===== src/rtl/seq_alu.sv =====
// Multi-cycle ALU: single-cycle logic ops, iterative shift-add multiply and iterative shifts.
// Operands are latched on an accepted START; DONE pulses when the registered outputs update.
`timescale 1ns/1ps

module seq_alu #(
    parameter int unsigned WIDTH = 8
) (
    input  logic             CLK,
    input  logic             RESET_N,
    input  logic             START,
    input  logic [2:0]       SELECT,
    input  logic [WIDTH-1:0] DATA1,
    input  logic [WIDTH-1:0] DATA2,
    output logic [WIDTH-1:0] RESULT,
    output logic [WIDTH-1:0] RESULT_HI,
    output logic             ZERO,
    output logic             BUSY,
    output logic             DONE
);

    localparam int unsigned SHW = $clog2(WIDTH);

    localparam logic [1:0] StIdle  = 2'd0;
    localparam logic [1:0] StMul   = 2'd1;
    localparam logic [1:0] StShift = 2'd2;

    logic [1:0]       state_q, state_d;
    logic [2:0]       op_q, op_d;
    logic [WIDTH-1:0] opa_q, opa_d;
    logic [WIDTH-1:0] opb_q, opb_d;
    logic [WIDTH:0]   acc_q, acc_d;
    logic [SHW-1:0]   cnt_q, cnt_d;
    logic [WIDTH-1:0] result_q, result_d;
    logic [WIDTH-1:0] result_hi_q, result_hi_d;
    logic             zero_q, zero_d;
    logic             busy_q, busy_d;
    logic             done_q, done_d;

    logic [WIDTH-1:0] alu_res;
    logic [WIDTH:0]   mul_sum;
    logic [WIDTH:0]   acc_next;
    logic [WIDTH-1:0] mlr_next;
    logic [WIDTH-1:0] shift_next;

    // FORWARD passes operand 2; a zero-amount shift falls to the default and passes operand 1.
    always_comb begin
        case (op_q)
            3'b000:  alu_res = opb_q;
            3'b001:  alu_res = opa_q + opb_q;
            3'b010:  alu_res = opa_q & opb_q;
            3'b011:  alu_res = opa_q | opb_q;
            default: alu_res = opa_q;
        endcase
    end

    // One shift-add step: the sum keeps its carry in the extra accumulator bit.
    always_comb begin
        mul_sum  = acc_q + (opb_q[0] ? {1'b0, opa_q} : '0);
        acc_next = {1'b0, mul_sum[WIDTH:1]};
        mlr_next = {mul_sum[0], opb_q[WIDTH-1:1]};
    end

    always_comb begin
        case (op_q[1:0])
            2'b01:   shift_next = {opa_q[WIDTH-2:0], 1'b0};
            2'b10:   shift_next = {1'b0, opa_q[WIDTH-1:1]};
            2'b11:   shift_next = {opa_q[WIDTH-1], opa_q[WIDTH-1:1]};
            default: shift_next = opa_q;
        endcase
    end

    always_comb begin
        state_d     = state_q;
        op_d        = op_q;
        opa_d       = opa_q;
        opb_d       = opb_q;
        acc_d       = acc_q;
        cnt_d       = cnt_q;
        result_d    = result_q;
        result_hi_d = result_hi_q;
        zero_d      = zero_q;
        busy_d      = busy_q;
        done_d      = 1'b0;

        case (state_q)
            StIdle: begin
                if (busy_q) begin
                    result_d    = alu_res;
                    result_hi_d = '0;
                    zero_d      = (alu_res == '0);
                    done_d      = 1'b1;
                    busy_d      = 1'b0;
                end else if (START) begin
                    op_d   = SELECT;
                    opa_d  = DATA1;
                    opb_d  = DATA2;
                    busy_d = 1'b1;
                    if (SELECT == 3'b100) begin
                        state_d = StMul;
                        acc_d   = '0;
                        cnt_d   = '0;
                    end else if (SELECT[2] && (DATA2[SHW-1:0] != '0)) begin
                        state_d = StShift;
                        cnt_d   = DATA2[SHW-1:0];
                    end
                end
            end
            StMul: begin
                acc_d = acc_next;
                opb_d = mlr_next;
                cnt_d = cnt_q + SHW'(1);
                if (cnt_q == SHW'(WIDTH - 1)) begin
                    result_d    = mlr_next;
                    result_hi_d = acc_next[WIDTH-1:0];
                    zero_d      = (mlr_next == '0);
                    done_d      = 1'b1;
                    busy_d      = 1'b0;
                    state_d     = StIdle;
                end
            end
            StShift: begin
                opa_d = shift_next;
                cnt_d = cnt_q - SHW'(1);
                if (cnt_q == SHW'(1)) begin
                    result_d    = shift_next;
                    result_hi_d = '0;
                    zero_d      = (shift_next == '0);
                    done_d      = 1'b1;
                    busy_d      = 1'b0;
                    state_d     = StIdle;
                end
            end
            default: begin
                state_d = StIdle;
                busy_d  = 1'b0;
            end
        endcase
    end

    always_ff @(posedge CLK or negedge RESET_N) begin
        if (!RESET_N) begin
            state_q     <= StIdle;
            op_q        <= '0;
            opa_q       <= '0;
            opb_q       <= '0;
            acc_q       <= '0;
            cnt_q       <= '0;
            result_q    <= '0;
            result_hi_q <= '0;
            zero_q      <= 1'b1;
            busy_q      <= 1'b0;
            done_q      <= 1'b0;
        end else begin
            state_q     <= state_d;
            op_q        <= op_d;
            opa_q       <= opa_d;
            opb_q       <= opb_d;
            acc_q       <= acc_d;
            cnt_q       <= cnt_d;
            result_q    <= result_d;
            result_hi_q <= result_hi_d;
            zero_q      <= zero_d;
            busy_q      <= busy_d;
            done_q      <= done_d;
        end
    end

    assign RESULT    = result_q;
    assign RESULT_HI = result_hi_q;
    assign ZERO      = zero_q;
    assign BUSY      = busy_q;
    assign DONE      = done_q;

endmodule


===== config.mk =====
export PLATFORM = sky130hd
export DESIGN_NAME = seq_alu
export DESIGN_NICKNAME = d
export VERILOG_FILES = /design/src/rtl/seq_alu.sv
export SDC_FILE = /design/constraint.sdc
export NUM_CORES = 1
export LEC_CHECK = 0
export ABC_AREA = 1
export CORE_MARGIN = 3
export CORE_UTILIZATION = 45
export CTS_CLUSTER_DIAMETER = 60
export CTS_CLUSTER_SIZE = 20
export DETAILED_ROUTE_END_ITERATION = 10
export MAX_ROUTING_LAYER = met4
export PLACE_DENSITY = 0.72
export SLEW_MARGIN = 10
export SYNTH_ARGS = -nofsm -noshare
export SYNTH_HDL_FRONTEND = slang
export SYNTH_SLANG_ARGS = --single-unit

===== constraint.sdc =====
create_clock -name CLK -period 2.78 [get_ports CLK]
set_input_delay 0.556 -clock CLK [delete_from_list [all_inputs] [get_ports CLK]]
set_output_delay 0.556 -clock CLK [all_outputs]
set_load 0.03 [all_outputs]

Yosys cells after proc, flatten, opt, wreduce, memory -nomap -nowiden
Cells that the tools add are included.
- register bits after elaboration: 52
- bits of input ports: 22
- output and inout bits: 19
- add/subtract/negate cells: 4
- eq/ne operators: 18
- muxes and demuxes: 46
- bitwise operators: 3
- reduce and logical (&&, ||, !) cells: 18
- operators with widths (operator ; number):
    $mux W8 ; 11
    $pmux W8 S3 ; 3
    $pmux W8 S2 ; 2
    $pmux W8 S4 ; 1
    $mux W9 ; 3
    $logic_not A8 Y1 ; 3
    $pmux W9 S2 ; 1
    $mux W2 ; 6
    $mux W3 ; 4
    $ne A2 B2 Y1 const B ; 6
    $reduce_and A4 Y1 ; 3
    $mux W1 ; 10
    $add A9 B8 Y9 ; 1
    $pmux W1 S3 ; 3
    $pmux W3 S3 ; 1
    $reduce_and A3 Y1 ; 3
    $add A8 B8 Y8 ; 1
    $and A8 B8 Y8 ; 1
    $or A8 B8 Y8 ; 1
    $eq A2 B2 Y1 const B ; 3
    $eq A3 B1 Y1 const B ; 2
    $eq A3 B2 Y1 const B ; 2
    $eq A3 B3 Y1 const B ; 2
    $pmux W2 S3 ; 1
    12 further kinds ; 15

Logic depth before layout (Yosys ltp)
Gate-level depths: netlist of the first run.
- word-level depth: 7
- mapped depth: 14
- depth with buffers taken out: 13

Least setup slack after synthesis of the first run
No wires, ideal clock.
- path type: flip-flop to flip-flop
- start: register opa_q[0]
- end: register result_hi_q[5], in the netlist RESULT_HI[5]
- data arrival time: 2021 ps
- data required time: 2697 ps
- path slack: 676 ps
- cell stages (with the launch flop): 13
- path buffers: 0
- cell sequence: dfrtp_1 ha_1 ha_1 fa_1 nand2_1 inv_1 o21ai_0 nand2_1 nand2_1 a21oi_1 o21ai_0 nand3_1 o21ai_0
- word-level cells in the longest chain between the ends: 4
- ends and longest elaborated chain (element ; RTL line ; RTL):
    start: declaration ; 29 ; logic [WIDTH-1:0] opa_q, opa_d;
    start signal: assignment ; 156 ; opa_q <= opa_d;
    $mux W8 ; 58 ; mul_sum = acc_q + (opb_q[0] ? {1'b0, opa_q} : '0);
    $add A9 B8 Y9 ; 58 ;
    $mux W8 ; 112 ; if (cnt_q == SHW'(WIDTH - 1)) begin
    $pmux W8 S3 ; 85 ; case (state_q)
    end signal: assignment ; 161 ; result_hi_q <= result_hi_d;
    end: declaration ; 34 ; logic [WIDTH-1:0] result_hi_q, result_hi_d;
Every way passes these cells. The select of a mux whose other input is x is not followed.
A chain may end at the register's enable or synchronous reset.

Final worst setup path of the first run
- start: register opb_q[0]
- end: register result_hi_q[5], in the netlist RESULT_HI[5]
- word-level cells in the longest chain between the ends: 4
- ends and longest elaborated chain (element ; RTL line ; RTL):
    start: declaration ; 30 ; logic [WIDTH-1:0] opb_q, opb_d;
    start signal: assignment ; 157 ; opb_q <= opb_d;
    $mux W8 ; 58 ;
    $add A9 B8 Y9 ; 58 ;
    $mux W8 ; 112 ;
    $pmux W8 S3 ; 85 ;
Every way passes these cells. The select of a mux whose other input is x is not followed.

==> impl_metrics.json, run 1 <==
{
  "max_freq_ghz": 0.4058,
  "finalWirelength_um": 12210,
  "port_buffers": 40,
  "tightestPinTransition_ps": 756.4,
  "synth_fp_nets": 624,
  "synth_edf_count": 0,
  "ys_top_cells_by_area": "dfrtp_1 32%, nand2_1 17%, ha_1 10%",
  "grt_pass1_wl_um": 19660,
  "die_width_um": 98.65,
  "setup_viol": 0,
  "synthFlopType": "dfrtp_1",
  "path_clk_slew_ps": 110,
  "io_pins": 41,
  "avgSynthCellArea_um2": 6.800,
  "power_density_nw_per_um2": 1281,
  "grt_overflow_total": 0,
  "drive_above_1_share_pct": 5.255,
  "post-route-period-util_pct": 88.63,
  "drt_pre_antenna_iters": 5,
  "die_h_um": 98.65,
  "ctsLongestPathBuffers": 2,
  "synthesis.area_um2": 3862,
  "final_hold_viol_count": 0,
  "setup.worst_path.start_class": "register",
  "diodes": 0,
  "globalRoute.busiestLayer": "met2",
  "routed_via_density": 5.543,
  "final-max-slew-violation-count": 0,
  "yosysTopAreaCellShare_pct": 32.39,
  "yosys_register_bits": 51,
  "dp_cells": 706,
  "globalRouteTotalUtil_pct": 26.24,
  "ant_nets": 0,
  "clockRootBuffer": "clkbuf_8",
  "netlist_instances": 568,
  "whs_ps": 77.36,
  "synth_common_cells": "173 x nand2_1, 66 x inv_1, 63 x nor2_1, 52 x o21ai_0, 50 x dfrtp_1",
  "grtUsageMet3_pct": 3.680,
  "power.leakage_nw": 2.300,
  "path_class": "register to register",
  "dpl.hpwl_um": 9459,
  "fin_crit_ps": 2464,
  "fin_skew_ps": 6.065,
  "gr-usage-met1_pct": 35.91,
  "critPathRequiredTime_ps": 3030,
  "grtUsageMet2_pct": 41.03,
  "synth.most_common_cell": "nand2_1",
  "syn_to_final_growth_pct": 15.68,
  "drcViolationCount": 0,
  "clkLatencyLatePin_ps": 320,
  "synth_top_area_cell": "dfrtp_1",
  "reg2reg_from": "opb_q[0]$_DFFE_PN0P_",
  "cts_made_buffers": 5,
  "globalplace.congestion": 1.068,
  "rows": 33,
  "holdBufCountCts": 0,
  "finish.utilization_pct": 54.11,
  "slew_headroom_pct": 49.57,
  "ctsResizeCount": 0,
  "cts_setup_buffers": 0,
  "grt_pass1_vias": 3783,
  "critPathLaunch": "opb_q[0]$_DFFE_PN0P_",
  "grt_max_degree": 26,
  "nets": 664,
  "yosys.cell_types.count": 36,
  "ys_seq_area_share_pct": 33.07,
  "antenna_found_initial": 0,
  "first_iter_violations": 324,
  "htreeDepth": 2,
  "placed_area_um2": 4372,
  "status": "complete, no violations",
  "tns_ps": 0,
  "vdd_drop_max_v": 0.0008022,
  "crit_arrival_ps": 2710,
  "post_drt_wl_per_cell_um": 17.10,
  "start_util_pct": 46.77,
  "die_area_um2": 9731,
  "yosys_warnings": 0,
  "cts.sinks": 51,
  "route.vias.total": 3958,
  "n_fill_cell": 825,
  "coreArea_um2": 8258,
  "postSynth.asyncResetShare_pct": 100.0,
  "rsz0062_at_grt": "false",
  "tritoncts": "yes",
  "timing.max_cap.violations": 0,
  "finalNonFillerCells": 714,
  "hold_path_class": "input port to async pin",
  "worstPathMaxFanout": 10,
  "fin_area_um2": 4468,
  "endpoint_kind": "register"
}
-- through the flow --
stage                     worst slack (ps)  power (W)
after CTS                            347.0   0.005655
after global placement               451.6   0.005117
after detailed placement             382.4   0.005148
after floorplan                      676.4   0.003990
after global routing                 75.52   0.006226
final                                316.0   0.005724
-- critical path: stages (launching register included) --
cell and delay, ps:
dfrtp_1 500, ha_1 310, ha_1 260, fa_1 390, nand2_1 80, inv_1 50
o21ai_0 140, nand2_1 110, nand2_1 70, a21oi_1 70, o21ai_0 140, nand3_1 100
o21ai_0 170
-- cells by family (layout without fill, tap and decap cells) --
family | Yosys count | after routing | synth area share, %
AND/OR/NAND/NOR | 282 | 282 | 29.77
AO/OA/AOI/OAI | 116 | 116 | 16.84
buffers and inverters | 85 | 126 | 8.908
flip-flops | 51 | 51 | 33.07
adder cells (fa/ha/maj) | 34 | 34 | 11.40
-- state kept, by name, indices dropped and copies added, names as in the netlist --
name       count
state_q        2
DONE           1
ZERO           1
cnt_q          3
BUSY           1
opb_q          8
RESULT_HI      8
RESULT         8
op_q           3
opa_q          8
acc_q          8
-- per-layer routing --
layer  share of wire [%]  wire, um
met5                   0         0
met4                 2.1       259
met3                 7.9       964
met2                  45      5511
met1                  45      5472
-- layout make-up --
cell class,count,area (um2),area share [%]
clock inverters,3,27.53,0.6161
multi-input cells,432,2241,50.15
inverters,69,259.0,5.797
repair buffers,49,462.9,10.36
well taps,105,131.4,2.940
clock buffers,5,68.82,1.540
flip-flops and latches,51,1277,28.59
-- layout by cell type, fill, tap and decap left out, types with 2 or more instances in the layout --
| cell | netlist | layout |
|---|---|---|
| a211oi_1 | 2 | 2 |
| or2_2 | 2 | 2 |
| nand2_1 | 173 | 173 |
| nand3_1 | 29 | 29 |
| clkbuf_8 | 0 | 5 |
| fa_1 | 2 | 2 |
| a21oi_2 | 2 | 2 |
| a21oi_1 | 31 | 31 |
| o22ai_1 | 4 | 4 |
| o211ai_1 | 2 | 2 |
| clkdlybuf4s50_1 | 0 | 39 |
| buf_4 | 3 | 9 |
| dfrtp_1 | 50 | 50 |
| inv_2 | 3 | 3 |
| o21ai_1 | 2 | 2 |
| inv_1 | 66 | 66 |
| nor3_1 | 5 | 5 |
| o21ai_0 | 52 | 52 |
| a31oi_1 | 14 | 14 |
| nor2_2 | 2 | 2 |
| nand4_1 | 4 | 4 |
| ha_1 | 32 | 32 |
| nor2_1 | 63 | 63 |
-- report_power, final --
group	internal [W]	switching [W]	leakage [nW]	total, W
clock	0.000186	0.000303	0.0463	0.000489
sequential	0.00102	0.000369	0.641	0.00139
combinational	0.00128	0.00257	1.61	0.00384
-- path summary, 6_finish.rpt --
kind | endpoint | slack [ps] | cells past startpoint
worst max-delay path | RESULT_HI[5]$_DFFE_PN0P_ | 320 | 12
worst min-delay path | RESULT_HI[1]$_DFFE_PN0P_ | 80 | 1
worst max register to register | RESULT_HI[5]$_DFFE_PN0P_ | 320 | 12
worst min register to register | RESULT_HI[7]$_DFFE_PN0P_ | 490 | 2
max in group asynchronous | RESULT[4]$_DFFE_PN0P_ | 2070 | 2
min in group CLK | RESULT_HI[7]$_DFFE_PN0P_ | 490 | 2
Power figures use the tool's default switching activity.
==> run 2: changes to the inputs <==
--- a/config.mk
+++ b/config.mk
@@ -6,13 +6,16 @@
 export NUM_CORES = 1
 export LEC_CHECK = 0
 export ABC_AREA = 1
+export CAP_MARGIN = 40
+export CELL_PAD_IN_SITES_DETAIL_PLACEMENT = 1
+export CELL_PAD_IN_SITES_GLOBAL_PLACEMENT = 2
 export CORE_MARGIN = 3
-export CORE_UTILIZATION = 45
+export CORE_UTILIZATION = 32
 export CTS_CLUSTER_DIAMETER = 60
 export CTS_CLUSTER_SIZE = 20
 export DETAILED_ROUTE_END_ITERATION = 10
 export MAX_ROUTING_LAYER = met4
-export PLACE_DENSITY = 0.72
+export PLACE_DENSITY = 0.87
 export SLEW_MARGIN = 10
 export SYNTH_ARGS = -nofsm -noshare
 export SYNTH_HDL_FRONTEND = slang
==> run 2 against run 1 <==
Effect of this change:
- first-iteration DRC count down 41%
- clock power up 33%
- setup slack worse by 40 ps
- final cell count up 5.3%
- power up 4.4%
- largest power group unchanged
- combinational power up 3%
- critical path depth unchanged
==> impl_metrics.json, run 2 (synthesis gave the netlist of run 1 again) <==
{
  "worstPathMaxFanout": 10,
  "grtUsageMet2_pct": 34.06,
  "holdBufCountCts": 0,
  "cts.sinks": 51,
  "hold_path_class": "input port to async pin",
  "io_pins": 41,
  "cts_setup_buffers": 0,
  "setup_viol": 0,
  "globalplace.congestion": 0.9860,
  "setup.worst_path.start_class": "register",
  "finalWirelength_um": 13340,
  "port_buffers": 40,
  "ctsLongestPathBuffers": 2,
  "rrSetupSlack_ps": 280,
  "route.vias.total": 3874,
  "gr-usage-met1_pct": 29.41,
  "status": "complete, no violations",
  "first_iter_violations": 192,
  "post-place-ws_ps": 300.1,
  "reg2reg_from": "opb_q[0]$_DFFE_PN0P_",
  "grtUsageMet3_pct": 2.611,
  "r2r_end": "acc_q[5]$_DFFE_PN0P_",
  "path_class": "register to register",
  "grt_pass1_vias": 3973,
  "grt_max_degree": 23,
  "layout_common_cells": "173 x nand2_1, 66 x inv_1, 63 x nor2_1, 52 x o21ai_0, 50 x dfrtp_1",
  "post-route-period-util_pct": 90.09,
  "die_area_um2": 13420,
  "endpoint_kind": "register",
  "setup_slack_ps": 275.6,
  "max_stage_delay_ps": 490,
  "power_density_nw_per_um2": 1307,
  "max_freq_ghz": 0.3993,
  "start_util_pct": 33.26,
  "vdd_drop_max_v": 0.0005962,
  "clkLatencyLatePin_ps": 300,
  "critPathRequiredTime_ps": 3000,
  "fin_crit_ps": 2504,
  "final_hold_viol_count": 0,
  "dp_cells": 744,
  "die_width_um": 115.9,
  "grt_pass1_wl_um": 21420,
  "path_cells": "ha_1, ha_1, fa_1, nand2_1, inv_1, o21ai_0, nand2_1, nand2_1, a21oi_1, o21ai_0, nand3_1, o21ai_0",
  "tritoncts": "yes",
  "antenna_found_initial": 0,
  "n_fill_cell": 1516,
  "slew_headroom_pct": 54.41,
  "ant_nets": 0,
  "power.leakage_nw": 2.327,
  "grt_overflow_total": 0,
  "htreeDepth": 2,
  "globalRoute.busiestLayer": "met2",
  "crit_arrival_ps": 2720,
  "post_drt_wl_per_cell_um": 17.73,
  "diodes": 0,
  "rsz0062_at_grt": "false",
  "final-max-slew-violation-count": 0,
  "drcViolationCount": 0,
  "drive_above_1_share_pct": 5.255,
  "coreArea_um2": 11610,
  "tns_ps": 0,
  "finalNonFillerCells": 752,
  "reg2reg_depth": 12,
  "routed_via_density": 5.152,
  "drt_pre_antenna_iters": 7,
  "die_h_um": 115.9,
  "globalRouteTotalUtil_pct": 21.34,
  "syn_to_final_growth_pct": 18.43,
  "fin_skew_ps": 7.569,
  "mostFrequentLayoutCell": "nand2_1",
  "nets": 664,
  "rows": 39,
  "critPathLaunch": "opb_q[0]$_DFFE_PN0P_",
  "cts_made_buffers": 5,
  "slowest_stage": "dfrtp_1",
  "ctsResizeCount": 0,
  "dpl.hpwl_um": 10860,
  "tightestPinTransition_ps": 681.3,
  "timing.max_cap.violations": 0,
  "clockRootBuffer": "clkbuf_16",
  "power_w": 0.005978,
  "path_clk_slew_ps": 70
}
run 2: power by group:
group | internal, W | total (W) | switching, W
registers | 0.00103 | 0.00139 | 0.000361
logic | 0.00128 | 0.00394 | 0.00266
clock network | 0.000360 | 0.000648 | 0.000287
total | 0.00267 | 0.00598 | 0.00331
run 2: worst max-delay path, delay by kind of cell, from the launching register on:
family / cells / cell delay [ps]
simple gates: 4 / 390
buf+inv: 1 / 50
flops: 1 / 490
compound gates: 4 / 540
fa+ha+maj: 3 / 960
run 2: worst max-delay path by stage:
stage / end / cells past startpoint / slack, ps
finish: acc_q[5]$_DFFE_PN0P_ / 12 / 280
global route: acc_q[5]$_DFFE_PN0P_ / 12 / 50
CTS: acc_q[5]$_DFFE_PN0P_ / 12 / 280
detailed placement: RESULT_HI[5]$_DFFE_PN0P_ / 12 / 300
global placement: RESULT_HI[5]$_DFFE_PN0P_ / 12 / 430
floorplan: RESULT_HI[5]$_DFFE_PN0P_ / 12 / 680
run 2: per-stage QoR:
| stage | instance area [um2] | util [%] | hold slack, ps |
|---|---|---|---|
| after global placement | 4419 | 38.05 | 462.7 |
| after global routing | 4574 | 39.39 | 165.4 |
| after floorplan | 3862 | - | 260.4 |
| after detailed placement | 4419 | 38.05 | 467.9 |
| final | 4574 | 39.39 | 150.1 |
| after CTS | 4574 | 39.39 | 156.4 |
run 2: layer usage:
layer | routed length, um | vias up
met2 | 6352 | 81
met4 | 108 | 0
met1 | 6377 | 1862
li1 | - | 1922
met3 | 496 | 9
met5 | 0 | -
run 2: final cells by class:
type	count	area, um2	area share (%)
repair buffers	49	462.9	10.12
clock inverters	2	16.27	0.3556
flip-flops and latches	51	1277	27.93
clock buffers	6	138.9	3.036
inverters	69	259.0	5.662
well taps	143	178.9	3.911
multi-input cells	432	2241	48.99
